==> src/rtl/load_cell_seq.sv <==
// rtl/load_cell_seq.sv - round-robin A2D conversion sequencer for load cells, steering pot and battery
module load_cell_seq #(
  parameter logic [2:0]  LFT_CH   = 3'd0,
  parameter logic [2:0]  RGHT_CH  = 3'd4,
  parameter logic [2:0]  STEER_CH = 3'd5,
  parameter logic [2:0]  BATT_CH  = 3'd6,
  parameter int unsigned GAP_CYC  = 2
) (
  input  logic        clk,
  input  logic        rst_n,
  input  logic        nxt,
  input  logic        spi_done,
  input  logic [15:0] spi_rd,
  output logic        spi_wrt,
  output logic [15:0] spi_cmd,
  output logic [11:0] lft_ld,
  output logic [11:0] rght_ld,
  output logic [11:0] steer_pot,
  output logic [11:0] batt,
  output logic        vld,
  output logic [1:0]  vld_ch,
  output logic        busy
);

  // DONE is the vld cycle: the sequencer is still busy there, so a request
  // arriving with the final spi_done is held as pending and served one
  // cycle later from IDLE.
  typedef enum logic [2:0] {
    IDLE  = 3'd0,
    WAIT1 = 3'd1,
    GAP   = 3'd2,
    WAIT2 = 3'd3,
    DONE  = 3'd4
  } state_t;

  localparam logic [3:0] GAP_LOAD = 4'(GAP_CYC);

  state_t      state;
  state_t      state_nxt;

  logic [1:0]  slot;
  logic        pending;
  logic [3:0]  gap_cnt;

  logic        launch;
  logic        relaunch;
  logic        first_done;
  logic        second_done;
  logic        gap_last;

  logic        spi_wrt_d;
  logic        vld_d;
  logic        busy_d;

  logic [2:0]  ch_sel;
  logic [15:0] cmd_word;

  // The upper nibble of the A2D reply carries no conversion data.
  logic        unused_rd_hi;
  assign unused_rd_hi = ^spi_rd[15:12];

  // Map the current slot onto its A2D channel and build the command word.
  always_comb begin
    ch_sel = LFT_CH;
    case (slot)
      2'd0:    ch_sel = LFT_CH;
      2'd1:    ch_sel = RGHT_CH;
      2'd2:    ch_sel = STEER_CH;
      default: ch_sel = BATT_CH;
    endcase
    cmd_word = {2'b00, ch_sel, 11'h000};
  end

  // Decode the events that move the conversion along.
  always_comb begin
    gap_last    = (gap_cnt == 4'd1);
    launch      = (state == IDLE) && (nxt || pending);
    relaunch    = (state == GAP) && gap_last;
    first_done  = (state == WAIT1) && spi_done;
    second_done = (state == WAIT2) && spi_done;
  end

  // State register.
  always_ff @(posedge clk) begin
    if (!rst_n) begin
      state <= IDLE;
    end else begin
      state <= state_nxt;
    end
  end

  // Next-state logic; spi_done outside the two WAIT states is ignored.
  always_comb begin
    state_nxt = state;
    case (state)
      IDLE: begin
        if (launch) begin
          state_nxt = WAIT1;
        end
      end
      WAIT1: begin
        if (spi_done) begin
          state_nxt = GAP;
        end
      end
      GAP: begin
        if (gap_last) begin
          state_nxt = WAIT2;
        end
      end
      WAIT2: begin
        if (spi_done) begin
          state_nxt = DONE;
        end
      end
      DONE: begin
        state_nxt = IDLE;
      end
      default: begin
        state_nxt = IDLE;
      end
    endcase
  end

  // Output decode: values the output registers take at the next edge.
  always_comb begin
    spi_wrt_d = launch || relaunch;
    vld_d     = second_done;
    busy_d    = (state_nxt != IDLE);
  end

  // Registered outputs, pending flag, gap counter, slot and result registers.
  always_ff @(posedge clk) begin
    if (!rst_n) begin
      spi_wrt   <= 1'b0;
      spi_cmd   <= 16'h0000;
      vld       <= 1'b0;
      vld_ch    <= 2'd0;
      busy      <= 1'b0;
      pending   <= 1'b0;
      gap_cnt   <= 4'd0;
      slot      <= 2'd0;
      lft_ld    <= 12'h000;
      rght_ld   <= 12'h000;
      steer_pot <= 12'h000;
      batt      <= 12'h000;
    end else begin
      spi_wrt <= spi_wrt_d;
      vld     <= vld_d;
      busy    <= busy_d;

      // The command is loaded once per conversion and reused for the
      // second transaction, so it stays stable until the final spi_done.
      if (launch) begin
        spi_cmd <= cmd_word;
      end

      // One-deep request memory; extra requests while set are dropped.
      if (launch) begin
        pending <= 1'b0;
      end else if ((state != IDLE) && nxt) begin
        pending <= 1'b1;
      end

      if (first_done) begin
        gap_cnt <= GAP_LOAD;
      end else if (state == GAP) begin
        gap_cnt <= gap_cnt - 4'd1;
      end

      // The first reply belongs to the previous conversion; only the
      // second reply is stored.
      if (second_done) begin
        vld_ch <= slot;
        slot   <= slot + 2'd1;
        case (slot)
          2'd0:    lft_ld    <= spi_rd[11:0];
          2'd1:    rght_ld   <= spi_rd[11:0];
          2'd2:    steer_pot <= spi_rd[11:0];
          default: batt      <= spi_rd[11:0];
        endcase
      end
    end
  end

endmodule

==> config.mk <==
export PLATFORM = sky130hd
export DESIGN_NAME = load_cell_seq
export DESIGN_NICKNAME = d
export VERILOG_FILES = /design/src/rtl/load_cell_seq.sv
export SDC_FILE = /design/constraint.sdc
export NUM_CORES = 1
export LEC_CHECK = 0
export ABC_AREA = 1
export CAP_MARGIN = 20
export CELL_PAD_IN_SITES_DETAIL_PLACEMENT = 1
export CELL_PAD_IN_SITES_GLOBAL_PLACEMENT = 1
export CORE_UTILIZATION = 29
export DETAILED_ROUTE_END_ITERATION = 16
export GPL_TIMING_DRIVEN = 0
export PLACE_DENSITY_LB_ADDON = 0.1
export SLEW_MARGIN = 20
export SYNTH_ARGS = -nofsm -noshare
export SYNTH_HDL_FRONTEND = slang
export SYNTH_SLANG_ARGS = --single-unit
==> constraint.sdc <==
create_clock -name clk -period 1.3 [get_ports clk]
set_clock_uncertainty 0.2 [all_clocks]
set_input_delay 0.13 -clock clk [delete_from_list [all_inputs] [get_ports clk]]
set_output_delay 0.13 -clock clk [all_outputs]
set_load 0.005 [all_outputs]
== Yosys cells after proc, flatten, opt, wreduce, memory -nomap -nowiden ==
Index checks and enable logic that the tools add are counted.

* Add/subtract/negate cells: 2
* Multiply operators: 0
* Divide/modulo/power cells: 0
* Order comparisons: 0
* Equal/unequal tests: 6
* Shifts and indexed selects: 0
* Multiplexer cells: 8
* Bitwise gates (word level): 2
* Reductions and logical operators: 19

{| class="wikitable"
|+ Operator list
! kind !! count
|-
| 2-to-1 mux 3 bit || 4
|-
| one-hot mux 3 bit (4 select lines) || 1
|-
| one-hot mux 3 bit (3 select lines) || 1
|-
| AND reduction 2 bit || 4
|-
| equality test 3 x 2 -> 1 bit, second input constant || 2
|-
| nonzero test 3 bit || 2
|-
| logical AND 1 bit || 5
|-
| equality test 4 x 1 -> 1 bit, second input constant || 1
|-
| 2-to-1 mux 2 bit || 2
|-
| OR reduction 2 bit || 2
|-
| subtractor 4 x 1 -> 4 bit, second input constant || 1
|-
| equality test 3 x 1 -> 1 bit, second input constant || 1
|-
| zero test 3 bit || 1
|-
| OR reduction 3 bit || 1
|-
| adder 2 x 1 -> 2 bit, second input constant || 1
|-
| equality test 2 x 1 -> 1 bit, second input constant || 1
|-
| equality test 2 bit, second input constant || 1
|-
| zero test 2 bit || 1
|-
| logical OR 1 bit || 2
|-
| NOT 1 bit || 2
|-
| nonzero test 2 bit || 1
|}

* Register bits after elaboration: 66
* Latch bits: 0
* Bits in writable memories: 0
* Bits in read-only memories: 0
* Bits of input ports: 20
* Output and inout port bits: 69
* Word-level logic and storage cells: 51
* Memories kept: 0

== Logic depth before layout (Yosys ltp) ==
* Depth in word-level cells: 5
* Mapped depth: 8
* Mapped depth without buffers: 8

== Worst setup path after synthesis ==
OpenSTA, ideal clock, no wires.

* Kind: register to register
* From: reg slot[0]
* To: reg steer_pot[10]
* Setup time: 0.070 ns
* Arrival time: 1.088 ns
* Data required time: 1.030 ns
* Slack: -0.058 ns
* Stages on the path, launching flop included: 7
* Path buffers: 1
* Clock period less this slack: 1.358 ns
* Cells stage by stage: dfxtp_1 -> inv_1 -> ha_1 -> nand2_1 -> buf_2 -> nand2_1 -> a21oi_1

* Longest elaborated chain between the ends: 2

{| class="wikitable"
|+ Ends and longest elaborated chain
! element !! line !! text
|-
| from (decl) || 41 || <nowiki>logic [1:0] slot;</nowiki>
|-
| from (signal assigned) || 175 || <nowiki>slot <= slot + 2'd1;</nowiki>
|-
| equality test 2 bit || 176 || <nowiki>case (slot)</nowiki>
|-
| AND reduction 2 bit (no source line) || n/a ||
|-
| to (signal assigned) || 179 || <nowiki>2'd2: steer_pot <= spi_rd[11:0];</nowiki>
|-
| to (decl) || 18 || <nowiki>output logic [11:0] steer_pot,</nowiki>
|}

Every way passes these cells.
A chain may end at the register's enable or synchronous reset.

== Final worst setup path ==
* From: reg state[1]
* To: reg steer_pot[3]

* Longest elaborated chain between the ends: 3

{| class="wikitable"
|+ Ends and longest elaborated chain
! element !! line !! text
|-
| from (decl) || 38 || <nowiki>state_t state;</nowiki>
|-
| from (signal assigned) || 88 || <nowiki>state <= state_nxt;</nowiki>
|-
| equality test 3 x 2 -> 1 bit || 80 || <nowiki>second_done = (state == WAIT2) && spi_done;</nowiki>
|-
| logical AND 1 bit || 80 ||
|-
| AND reduction 2 bit (no source line) || n/a ||
|}

Every way passes these cells.

==> metrics.md <==
| Metric | Value |
|---|---|
| Status | `finished, violations left` |
| Failing checks | `setup timing` |
| Tcrit/Tclk final | `115%` |
| GPL Wtd Cong | `0.742` |
| Initial antenna violation count | `0` |
| Most frequent cell after synthesis | `nand2_1` |
| GRT Resource Usage Total | `17.9%` |
| Final net count | `493` |
| DP HPWL | `5600 um` |
| Crit Path Category | `flip-flop to flip-flop` |
| Sequential share of the synthesized area | `49.1%` |
| Post-synth top area cell | `dfxtp_1` |
| FMAX | `668 MHz` |
| CP max stage delay | `0.39 ns` |
| CP max FO | `7` |
| CTS Buf Count | `9` |
| Clock sinks | `66` |
| Synth warn | `0` |
| First-pass GRT wire length | `13400 um` |
| Switching pwr | `1.06 mW` |
| Sequential Power Share | `47.0%` |
| Most common cell on crit path | `nor2_4` |
| DRC viols | `0` |
| Post-synth EDFFs | `0` |
| Routed wl met2 | `4540 um` |
| CTS clock-pin slew for the worst setup and hold paths | `0.07 ns` |
| Final setup fails | `52` |
| Combinational Power Share | `9.6%` |
| CP endpoint kind | `flip-flop` |
| Final hold slack | `0.123 ns` |
| Initial core utilization | `30.4%` |
| Cells after Synth | `341` |
| Core area | `8850 sq um` |
| # port buffers | `71` |
| Grt ovf | `0` |
| TritonRoute pass-1 iters | `8` |
| Synth Area per Inst | `7.90 sq um` |
| Layout cells sized above 1 | `47.7%` |
| 1st-iter DRT viols | `46` |
| DP Area | `3630 sq um` |
| CP cell instances | `inv_4 -> nor2_4 -> nand2_8 -> nor2_4 -> buf_6 -> nand2_1 -> a21oi_1` |
| Synth cell types | `22` |
| HP Class | `input port to flip-flop` |
| Rows | `34` |
| Ys async rst share | `0%` |
| DR WL met3 | `358 um` |
| Cell Area, Synth | `2690 sq um` |
| CP max stage cell | `dfxtp_4` |
| Met1 Wirelength | `3930 um` |
| Top FF cell, synth | `dfxtp_1` |
| Synth top cells by count | `123 x nand2_1, 66 x dfxtp_1, 46 x a21oi_1, 20 x inv_1` |
| Synth top area share | `49.1%` |
| TritonCTS clock tree | `built` |
| Clock Latency Late Sink | `0.33 ns` |
| Die area | `9670 sq um` |
| Routed vias | `2636` |
| Static Leak | `2.04 nW` |
| Vias per inst | `4.54` |
| Fin area | `4580 sq um` |
| Synth area leaders | `dfxtp_1 49%, nand2_1 17%, a21oi_1 8.6%` |
| Max Slew Vio Count | `0` |
| Peak supply drop | `537 uV` |
| Pint | `3.35 mW` |
| Switching fraction of total power | `24.1%` |
| RSZ-0062 raised after global routing | `true` |
| Total power | `4.41 mW` |
| WL final | `8950 um` |
| Area Growth Syn to Fin | `70.1%` |
| Clock power frac | `43.4%` |
| Pwr dens | `963 nW/um^2` |
| CP Launch Type | `flip-flop` |
| Seq cells post-synth | `66` |
| Hold violation count in the final report | `0` |
| CP Data Required Time | `1.36 ns` |
| CTS Root Cell | `clkbuf_8` |
| DIE WIDTH | `98.4 um` |
| CTS max path bufs | `2` |
| Post-route antenna net violation count | `0` |
| Post-route worst setup slack | `-0.197 ns` |
| H-tree depth | `3` |
| Avg WL per Cell | `15.4 um` |
| Worst EP arrival | `1.55 ns` |
| I/O Pins | `89` |
| Min Tclk post-route | `1.50 ns` |
| Die height | `98.4 um` |
| Vias in the first global route | `2645` |
| Max-cap violation count | `0` |
| CTS Hold Bufs | `0` |
| Largest net degree at the start of global routing | `12` |
| N_diodes | `0` |
| DR top layer | `met4` |
-- layer usage --
layer | track usage (%) | vias up
met4 | 5.63 | 0
met3 | 4.29 | 12
met1 | 22.2 | 1249
met5 | 0 | -
li1 | - | 1315
met2 | 30.6 | 60
-- critical path: cells and delay by family (launching register included) --
kind / cells / cell delay, ns
DFF: 1 / 0.39
and+or+nand+nor: 4 / 0.45
AOI/OAI and AO/OA: 1 / 0.16
buffers and inverters: 2 / 0.20
-- through the flow --
step	setup TNS [ns]	std cells	setup slack (ns)	util (%)
2_1_floorplan	-0.156	353	-0.00778	-
3_3_place_gp	-31.24	532	-0.657	41.0
3_5_place_dp	-33.36	532	-0.719	41.0
4_1_cts	-4.94	573	-0.143	48.0
5_1_grt	-9.21	580	-0.259	51.8
6_report	-5.55	580	-0.197	51.8
-- state kept, by name, summed over array words and instances (netlist names) --
register / cells
batt: 12
lft_ld: 12
rght_ld: 12
steer_pot: 12
gap_cnt: 4
spi_cmd: 3
state: 3
slot: 2
vld_ch: 2
busy: 1
pending: 1
spi_wrt: 1
vld: 1
-- logic make-up after synthesis --
kind of cell	synth area share, %
AND/OR/NAND/NOR	24.3
buffers and inverters	10.1
other	0.139
flip-flops	49.1
AO/OA/AOI/OAI	13.6
adder cells (fa/ha/maj)	2.79
-- layout make-up --
type / count / area (sq um)
fillers: 1032 / 4270
multi-input cells: 238 / 1570
flip-flops and latches: 66 / 1380
repair buffers: 103 / 956
plain buffers: 27 / 220
clock buffers: 11 / 141
well taps: 108 / 135
inverters: 22 / 103
clock inverters: 5 / 77.6
-- final timing paths --
| check | from | end | slack, ns | cells past startpoint |
|---|---|---|---|---|
| worst min-delay path | rst_n | state[1]$_SDFF_PN0_ | 0.12 | 3 |
| worst max register to register | state[1]$_SDFF_PN0_ | steer_pot[3]$_SDFFE_PN0P_ | -0.20 | 7 |
| worst max-delay path | state[1]$_SDFF_PN0_ | steer_pot[3]$_SDFFE_PN0P_ | -0.20 | 7 |
| worst min register to register | steer_pot[8]$_SDFFE_PN0P_ | steer_pot[8]$_SDFFE_PN0P_ | 0.26 | 2 |
-- placed cells by master (no fill, tap or decap), types with 6 or more instances in the layout --
master           count
nand2_1             78
dlygate4sd2_1       54
a21oi_2             38
dfxtp_1             33
nand2_2             29
buf_4               29
dfxtp_2             28
buf_6               24
a21oi_1             21
nand2_4             16
clkdlybuf4s50_1     14
conb_1              13
inv_1               10
clkbuf_8            10
nor2_1               9
nor2_4               8
inv_2                6
-- power by group through the flow --
stage / combinational, mW / clock, mW / sequential [mW]
2_1_floorplan: 0.180 / 0 / 2.12
3_3_place_gp: 0.322 / 0 / 2.12
3_5_place_dp: 0.326 / 0 / 2.12
4_1_cts: 0.377 / 1.96 / 2.07
5_1_grt: 0.461 / 2.05 / 2.08
6_report: 0.423 / 1.91 / 2.07
-- repair_timing --
| item | 4_1_cts | 5_1_grt |
|---|---|---|
| hold endpoints to repair | 0 | 0 |
| setup endpoints to repair | 115 | 65 |
| resized for setup | 162 | 85 |
| buffers inserted | 18 | 6 |
| pin swaps | 15 | 28 |
| cloned | 7 | 1 |
Power figures use the tool's default switching activity.
==> RTL edit: new RTL, config.mk and constraints unchanged <==
The 5 states of `state_t` get a Gray code encoding in 3 bits.
--- a/src/rtl/load_cell_seq.sv
+++ b/src/rtl/load_cell_seq.sv
@@ -27,9 +27,9 @@
   // cycle later from IDLE.
   typedef enum logic [2:0] {
-    IDLE  = 3'd0,
-    WAIT1 = 3'd1,
-    GAP   = 3'd2,
-    WAIT2 = 3'd3,
-    DONE  = 3'd4
+    IDLE  = 3'b000,
+    WAIT1 = 3'b001,
+    GAP   = 3'b011,
+    WAIT2 = 3'b010,
+    DONE  = 3'b110
   } state_t;
 
Formal check against the unedited RTL: same outputs for any inputs over 10 cycles, from zero or initial values and one cycle with rst_n low; not proved beyond that.
==> RTL edit against the unedited design <==
  * The flow still finishes with violations (setup timing)
  * Power rose by 2.9%
  * Worst setup slack lost 0.010 ns
  * Synthesized area is 9.2% higher
  * Clock power is 7% lower
  * Core utilization decreased by 1.2 points
  * Critical endpoint is now steer_pot[4]
  * Sequential cell count is the same
  * Design area increased by 8.4%
  * Routed wire length increased by 12%
==> RTL edit: results (changes against the unedited design) <==
[metrics] Worst Setup EP: steer_pot[4] (was steer_pot[3])
[metrics] met3 layer usage reported by global route: 0.0278 (was 0.0429)
[metrics] status: finished, violations left (unchanged)
[metrics] routed len/inst: 14.5 microns (was 15.4 microns)
[metrics] total negative slack: -8.72 ns (was -5.55 ns)
[metrics] # port buffers: 70 (was 71)
[metrics] end point of the worst hold path: vld_ch[0] (was state[1])
[metrics] Post-CTS Setup Bufs: 23 (was 18)
[metrics] violations in the final reports: setup timing (unchanged)
[metrics] first-pass GRT wire length: 15,600 microns (was 13,400 microns)
[metrics] net switching power: 0.00120 W (was 0.00106 W)
[metrics] fraction of the mapped netlist area in compound gates: 0.0204 (was 0.136)
[metrics] sequential element share of the synthesized area: 0.449 (was 0.491)
[metrics] filler cell count in the final layout: 1,239 (was 1,032)
[metrics] fraction of final layout cells sized beyond drive strength 1: 0.400 (was 0.477)
[metrics] Adder-Cell Fraction of Synth Area: 0.0255 (was 0.0279)
[metrics] kind of cell adding the most delay to the critical path: buffers and inverters (was simple AND/OR/NAND/NOR gates)
[metrics] static leakage: 2.51 nW (was 2.04 nW)
[metrics] via total after detailed routing: 2,942 (was 2,636)
[metrics] quantity of gates resized following cts: 190 (was 162)
[metrics] Total Routing Usage GR: 0.202 (was 0.179)
[metrics] endpoints failing setup: 58 (was 52)
[metrics] net total in the final layout: 583 (was 493)
[metrics] final worst setup slack: -0.207 ns (was -0.197 ns)
[metrics] global-route met2 utilization: 0.365 (was 0.306)
[metrics] hold bufs inserted after CTS: 1 (was 0)
[metrics] delay of the slowest cell on the worst path: 0.37 ns (was 0.39 ns)
[metrics] path depth of the worst reg2reg path: 9 (was 7)
[metrics] Mapped Cells: 429 (was 341)
[metrics] Met3 Routed Length: 323 microns (was 358 microns)
[metrics] global routing met1 resource utilization: 0.239 (was 0.222)
RTL edit: changes by cell type after synthesis, sizes merged, moves of 2 or more:
cell    before  now
buf         27   23
a21oi       59    8
nor2        18  111
clkbuf       0    4
inv         22   68
nand4        2    4
RTL edit: through the flow:
step                      utilization  worst slack, ns
final                           0.505           -0.207
after global routing            0.505           -0.301
after CTS                       0.478           -0.203
after detailed placement        0.396           -0.554
after global placement          0.396           -0.495
after floorplan                     -          0.00332
RTL edit: cell type report:
| type | instances | share of cell area |
|---|---|---|
| plain buffers | 27 | 0.0451 |
| clock inverters | 3 | 0.00807 |
| clock buffers | 11 | 0.0305 |
| repair buffers | 105 | 0.215 |
| flip-flops and latches | 66 | 0.277 |
| multi-input cells | 280 | 0.338 |
| inverters | 68 | 0.0535 |
| well taps | 133 | 0.0335 |
